--- src/rtl/uart_cmd_exec.sv ---
// rtl/uart_cmd_exec.sv - UART command executor driving DDS configuration registers
//
// Takes each received byte and presents it, with the current mode, to an external
// combinational ACK checker. Writes the selected DDS register when the ACK is 8'h01,
// then returns the ACK byte through the UART transmitter using a start/busy handshake.
//
// Optional feature macro: CMD_ECHO_EN (when defined, the command byte is also sent
// back after the ACK byte).
//
// Parameters:
//   ERR_W            width of the saturating reject counter
// Ports:
//   clk_in           system clock
//   rst_in           synchronous active-high reset
//   rx_data_in       received byte, valid with rx_valid_in
//   rx_valid_in      one-cycle strobe per received byte
//   cmd_byte_out     latched command byte (to checker data input)
//   ack_in           checker result, 8'h01 = accept
//   tx_data_out      byte to transmit
//   tx_start_out     one-cycle transmit request
//   tx_busy_in       transmitter busy
//   freq_coarse_out  cmd 000, 5-bit value
//   freq_fine_out    cmd 001, 5-bit value
//   amp_out          cmd 010, 5-bit value
//   phase_out        cmd 011, 5-bit value
//   duty_out         cmd 100, 5-bit value
//   wave_sel_out     cmd 101, 4-bit value
//   mode_out         cmd 110, 4-bit one-hot mode (to checker mode input)
//   chan_en_out      cmd 111, 4-bit one-hot channel enable
//   update_out       one-cycle pulse per accepted write
//   err_cnt_out      saturating count of rejected commands
//   overrun_out      sticky, set when a received byte is dropped

`timescale 1ns/1ps

module uart_cmd_exec #(
  parameter int ERR_W = 8
) (
  input  logic             clk_in,
  input  logic             rst_in,
  input  logic [7:0]       rx_data_in,
  input  logic             rx_valid_in,
  output logic [7:0]       cmd_byte_out,
  input  logic [7:0]       ack_in,
  output logic [7:0]       tx_data_out,
  output logic             tx_start_out,
  input  logic             tx_busy_in,
  output logic [4:0]       freq_coarse_out,
  output logic [4:0]       freq_fine_out,
  output logic [4:0]       amp_out,
  output logic [4:0]       phase_out,
  output logic [4:0]       duty_out,
  output logic [3:0]       wave_sel_out,
  output logic [3:0]       mode_out,
  output logic [3:0]       chan_en_out,
  output logic             update_out,
  output logic [ERR_W-1:0] err_cnt_out,
  output logic             overrun_out
);

  typedef enum logic [2:0] {
    IDLE,
    CHECK,
    SEND,
    TXW,
    TXD
`ifdef CMD_ECHO_EN
    , ECHO
`endif
  } state_t;

  localparam logic [7:0] ACK_OK = 8'h01;

  state_t     state;
  logic [7:0] pend_data;
  logic       pend_valid;
`ifdef CMD_ECHO_EN
  logic       echo_phase;   // set while the second (echo) byte is in flight
`endif

  // The pending byte is consumed in IDLE ahead of any new arrival.
  logic pend_take;
  // A fresh byte is taken straight into cmd_byte_out only when IDLE has nothing pending.
  logic rx_take;

  always_comb begin
    pend_take = (state == IDLE) && pend_valid;
    rx_take   = (state == IDLE) && !pend_valid && rx_valid_in;
  end

  always_ff @(posedge clk_in) begin
    if (rst_in) begin
      state           <= IDLE;
      pend_data       <= 8'h00;
      pend_valid      <= 1'b0;
      cmd_byte_out    <= 8'h00;
      tx_data_out     <= 8'hFF;
      tx_start_out    <= 1'b0;
      freq_coarse_out <= 5'h00;
      freq_fine_out   <= 5'h00;
      amp_out         <= 5'h00;
      phase_out       <= 5'h00;
      duty_out        <= 5'h00;
      wave_sel_out    <= 4'h0;
      mode_out        <= 4'b0001;
      chan_en_out     <= 4'h0;
      update_out      <= 1'b0;
      err_cnt_out     <= '0;
      overrun_out     <= 1'b0;
`ifdef CMD_ECHO_EN
      echo_phase      <= 1'b0;
`endif
    end else begin
      tx_start_out <= 1'b0;
      update_out   <= 1'b0;

      // One-deep pending buffer. A slot freed by IDLE this cycle may be refilled
      // by a byte arriving in the same cycle; otherwise a full slot drops the new byte.
      if (pend_take) begin
        pend_valid <= 1'b0;
      end
      if (rx_valid_in && !rx_take) begin
        if (pend_valid && !pend_take) begin
          overrun_out <= 1'b1;
        end else begin
          pend_data  <= rx_data_in;
          pend_valid <= 1'b1;
        end
      end

      case (state)
        IDLE: begin
          if (pend_valid) begin
            cmd_byte_out <= pend_data;
            state        <= CHECK;
          end else if (rx_valid_in) begin
            cmd_byte_out <= rx_data_in;
            state        <= CHECK;
          end
        end

        CHECK: begin
          if (ack_in == ACK_OK) begin
            update_out <= 1'b1;
            case (cmd_byte_out[7:5])
              3'b000:  freq_coarse_out <= cmd_byte_out[4:0];
              3'b001:  freq_fine_out   <= cmd_byte_out[4:0];
              3'b010:  amp_out         <= cmd_byte_out[4:0];
              3'b011:  phase_out       <= cmd_byte_out[4:0];
              3'b100:  duty_out        <= cmd_byte_out[4:0];
              3'b101:  wave_sel_out    <= cmd_byte_out[3:0];
              3'b110:  mode_out        <= cmd_byte_out[3:0];
              default: chan_en_out     <= cmd_byte_out[3:0];
            endcase
          end else if (err_cnt_out != {ERR_W{1'b1}}) begin
            err_cnt_out <= err_cnt_out + ERR_W'(1);
          end
          tx_data_out <= ack_in;
          state       <= SEND;
        end

        SEND: begin
          if (!tx_busy_in) begin
            tx_start_out <= 1'b1;
            state        <= TXW;
          end
        end

        TXW: begin
          // Wait for the transmitter to acknowledge the start request.
          if (tx_busy_in) begin
            state <= TXD;
          end
        end

        TXD: begin
          if (!tx_busy_in) begin
`ifdef CMD_ECHO_EN
            if (echo_phase) begin
              echo_phase <= 1'b0;
              state      <= IDLE;
            end else begin
              state <= ECHO;
            end
`else
            state <= IDLE;
`endif
          end
        end

`ifdef CMD_ECHO_EN
        ECHO: begin
          tx_data_out <= cmd_byte_out;
          echo_phase  <= 1'b1;
          state       <= SEND;
        end
`endif

        default: state <= IDLE;
      endcase
    end
  end

endmodule

--- config.mk ---
export PLATFORM = sky130hd
export DESIGN_NAME = uart_cmd_exec
export DESIGN_NICKNAME = d
export VERILOG_FILES = /design/src/rtl/uart_cmd_exec.sv
export SDC_FILE = /design/constraint.sdc
export NUM_CORES = 1
export LEC_CHECK = 0
export CAP_MARGIN = 20
export CORE_MARGIN = 4
export CORE_UTILIZATION = 25
export CTS_CLUSTER_DIAMETER = 120
export CTS_CLUSTER_SIZE = 16
export DETAILED_ROUTE_END_ITERATION = 8
export GPL_ROUTABILITY_DRIVEN = 0
export HOLD_SLACK_MARGIN = 0.12
export SYNTH_ARGS = -nofsm -noshare
export SYNTH_HDL_FRONTEND = slang
export SYNTH_SLANG_ARGS = --single-unit
--- constraint.sdc ---
create_clock -name clk_in -period 2.5 [get_ports clk_in]
set_clock_uncertainty 0.2 [all_clocks]
set_input_delay 0.75 -clock clk_in [delete_from_list [all_inputs] [get_ports clk_in]]
set_output_delay 0.75 -clock clk_in [all_outputs]
set_load 0.02 [all_outputs]
==> results.txt <==
status - completed
largest delay contributor family on the critical path - buffers and inverters
CTS root buffer - clkbuf_16
Crit Path Category - flop to primary output
Via-to-Cell Ratio - 4.68
Switch Pwr - 817 uW
critical path endpoint category - primary output
EDFF count, synth - 0
share of the synthesized area in the top cell type - 0.499
Sink Count - 76
final HPWL from detailed placement - 5820 um
most common cell after layout, fill and taps aside - clkdlybuf4s50_1
post-place setup slack - -0.203 ns
num rows - 40
Syn Inst Count - 307
CP Cell Sequence - clkdlybuf4s50_1
final critical-path share of the clock period - 0.944
layout cells sized above 1 - 0.119
core box area - 12,000 um^2
crit start category - flop
reg2reg end - mode_out[1]
ant diodes - 0
Die H - 118 um
reg2reg path depth - 6
area leader, netlist - dfxtp_1
Yosys reg bits - 76
slowest stage cell, crit path - clkdlybuf4s50_1
Area contributors post-synth - dfxtp_1 (50%), mux2i_1 (17%), nor2_1 (7.4%), a211o_1 (2.6%), a211oi_1 (2.0%)
Fin Hold WS - 0.279 ns
fin util - 0.378
Placed Cells - 544
H-tree levels - 3
drt drc - 0
Clk Latency, worst-skew pair - 0.34 ns
async set-or-reset flop fraction in the synthesized netlist - 0
cts hold-fix bufs - 0
largest net degree at the start of global routing - 33
setup tns final - 0 ns
Rel. slew slack - 0.566
clk buf depth - 2
Most used DFF post-synth - dfxtp_1
final wirelength - 8270 um
CP required - 1.55 ns
Max-cap violations - 0
Warnings, synthesis - 0
Clock Power Share - 0.436
CP max FO - 7
fin crit period - 2.36 ns
setup violators final - 0
Final Power - 3.18 mW
RSZ-0062 raised after global routing - false
Mapped Area - 3050 um^2
Hold EP - overrun_out
peak supply drop - 295 uV
Combinational Power Share - 0.148
IO buf count - 83
die area - 14,000 um^2
DRT iter0 DRCs - 118
Crit path largest cell delay - 0.66 ns
initial antenna violation count - 0
worst reg2reg startpoint - state[0]
Crit path buffers/inverters - 1
post-route cell area - 4520 um^2
Post-Layout Cell Count - 560
number of global-route vias before repair - 2,638
Pre-antenna DRT Iters - 4
FF-to-FF setup slack - 0.55 ns
setup ws final - 0.141 ns
Final Hold Fails - 0
fin nets - 429
P_int - 2.37 mW
Net Sw Frac - 0.257
hold_sp - overrun_out
Clk pin slew, worst setup/hold paths - 0.05 ns
Via Count - 2,620
Area Growth Syn to Fin - 48.4%
total CTS buffers - 9
placed cell areas - 4210 um^2
Hold Path Cell Cnt - 2
sequential area share after synthesis - 0.499
worst-margin pin slew - 0.651 ns
remaining global-route overflow - 0
distinct cell type count after synthesis - 36
Reg power frac - 0.416
first-pass GRT wire length - 13,600 um
DIE WIDTH - 118 um
Routed WL per cell - 14.8 um
LEAKAGE - 1.94 nW
Min-Delay Path Class - flop to flop
Avg Inst Size Synth - 9.93 um^2
pwr dens - 703 nW/um^2
Starting Density - 0.255
Detail Route Antenna Nets - 0
GRT Total Usage - 0.122
commonest cells after routing, fill and taps aside - clkdlybuf4s50_1 (79), dfxtp_1 (76), nor2_1 (60)
CTS tree - done
Mapped Nets - 328
data arrival time of the critical path - 1.41 ns
total I/O pin count - 84
max-slew violations - 0
f_max - 424 MHz
==> repair_timing <==
item                       4_1_cts  5_1_grt
gates resized for setup          2        1
buffers inserted                 0        0
pin swaps                        0        1
setup endpoints to repair        2        2
==> cell type report <==
type                    count  area [um^2]
clock buffers              10          229
clock inverters             6         88.8
fillers                  1189         7440
inverters                   2         7.51
multi-input cells         210         1450
flip-flops and latches     76         1520
well taps                 147          184
repair buffers            109         1050
==> cells in the mapped netlist, types with 2 or more instances <==
cell type	n
dfxtp_1	76
nor2_1	60
mux2i_1	53
clkbuf_1	13
a21oi_1	10
a211o_1	9
nand4_1	9
a211oi_1	8
nor2b_1	8
nand3_1	5
or4_1	5
buf_2	4
nand2_1	4
nor3b_1	4
o31ai_1	4
and3b_1	3
nand2b_1	3
nor3_1	3
o21ai_0	3
o41ai_1	3
or3_1	3
and3_1	2
inv_1	2
==> per-layer routing <==
metal / vias to the layer above / track usage / part of all wire
met5: - / 0 / 0
met4: 0 / 0.0543 / 0.017
met3: 11 / 0.0512 / 0.077
met2: 80 / 0.183 / 0.44
met1: 1227 / 0.152 / 0.47
li1: 1302 / - / -
==> power groups by stage <==
stage               sequential, mW  combinational [mW]  clock (mW)
CTS                           1.32               0.477        1.43
detailed placement            1.35               0.479           0
floorplan                     1.38               0.221           0
global placement              1.35               0.472           0
global route                  1.33               0.515        1.48
finish                        1.32               0.471        1.39
==> state kept, by name (all words and copies together) (netlist names) <==
| name | cells |
|---|---|
| update_out | 1 |
| pend_data | 8 |
| pend_valid | 1 |
| tx_start_out | 1 |
| wave_sel_out | 4 |
| freq_coarse_out | 5 |
| duty_out | 5 |
| freq_fine_out | 5 |
| phase_out | 5 |
| cmd_byte_out | 8 |
| tx_data_out | 8 |
| amp_out | 5 |
| err_cnt_out | 8 |
| overrun_out | 1 |
| chan_en_out | 4 |
| state | 3 |
| mode_out | 4 |
==> worst max path at each step <==
stage,start,end,slack (ns),cells after the start
after floorplan,ack_in[1],mode_out[0],0.26,4
after detailed placement,ack_in[4],amp_out[4],-0.20,7
after CTS,err_cnt_out[3],err_cnt_out[3],0.11,1
after global placement,ack_in[0],err_cnt_out[5],-0.17,6
final,err_cnt_out[3],err_cnt_out[3],0.14,1
after global routing,ack_in[5],freq_fine_out[3],0.02,7
==> cells by family (layout without fill, tap and decap cells) <==
group / Yosys count / in the layout / synth area share
and+or+nand+nor: 116 / 116 / 0.201
AOI/OAI and AO/OA: 40 / 40 / 0.0940
adders and majority gates: 1 / 1 / 0.00410
muxes: 53 / 53 / 0.174
DFF: 76 / 76 / 0.499
buffers and inverters: 21 / 127 / 0.0279
Power figures use the tool's default switching activity.
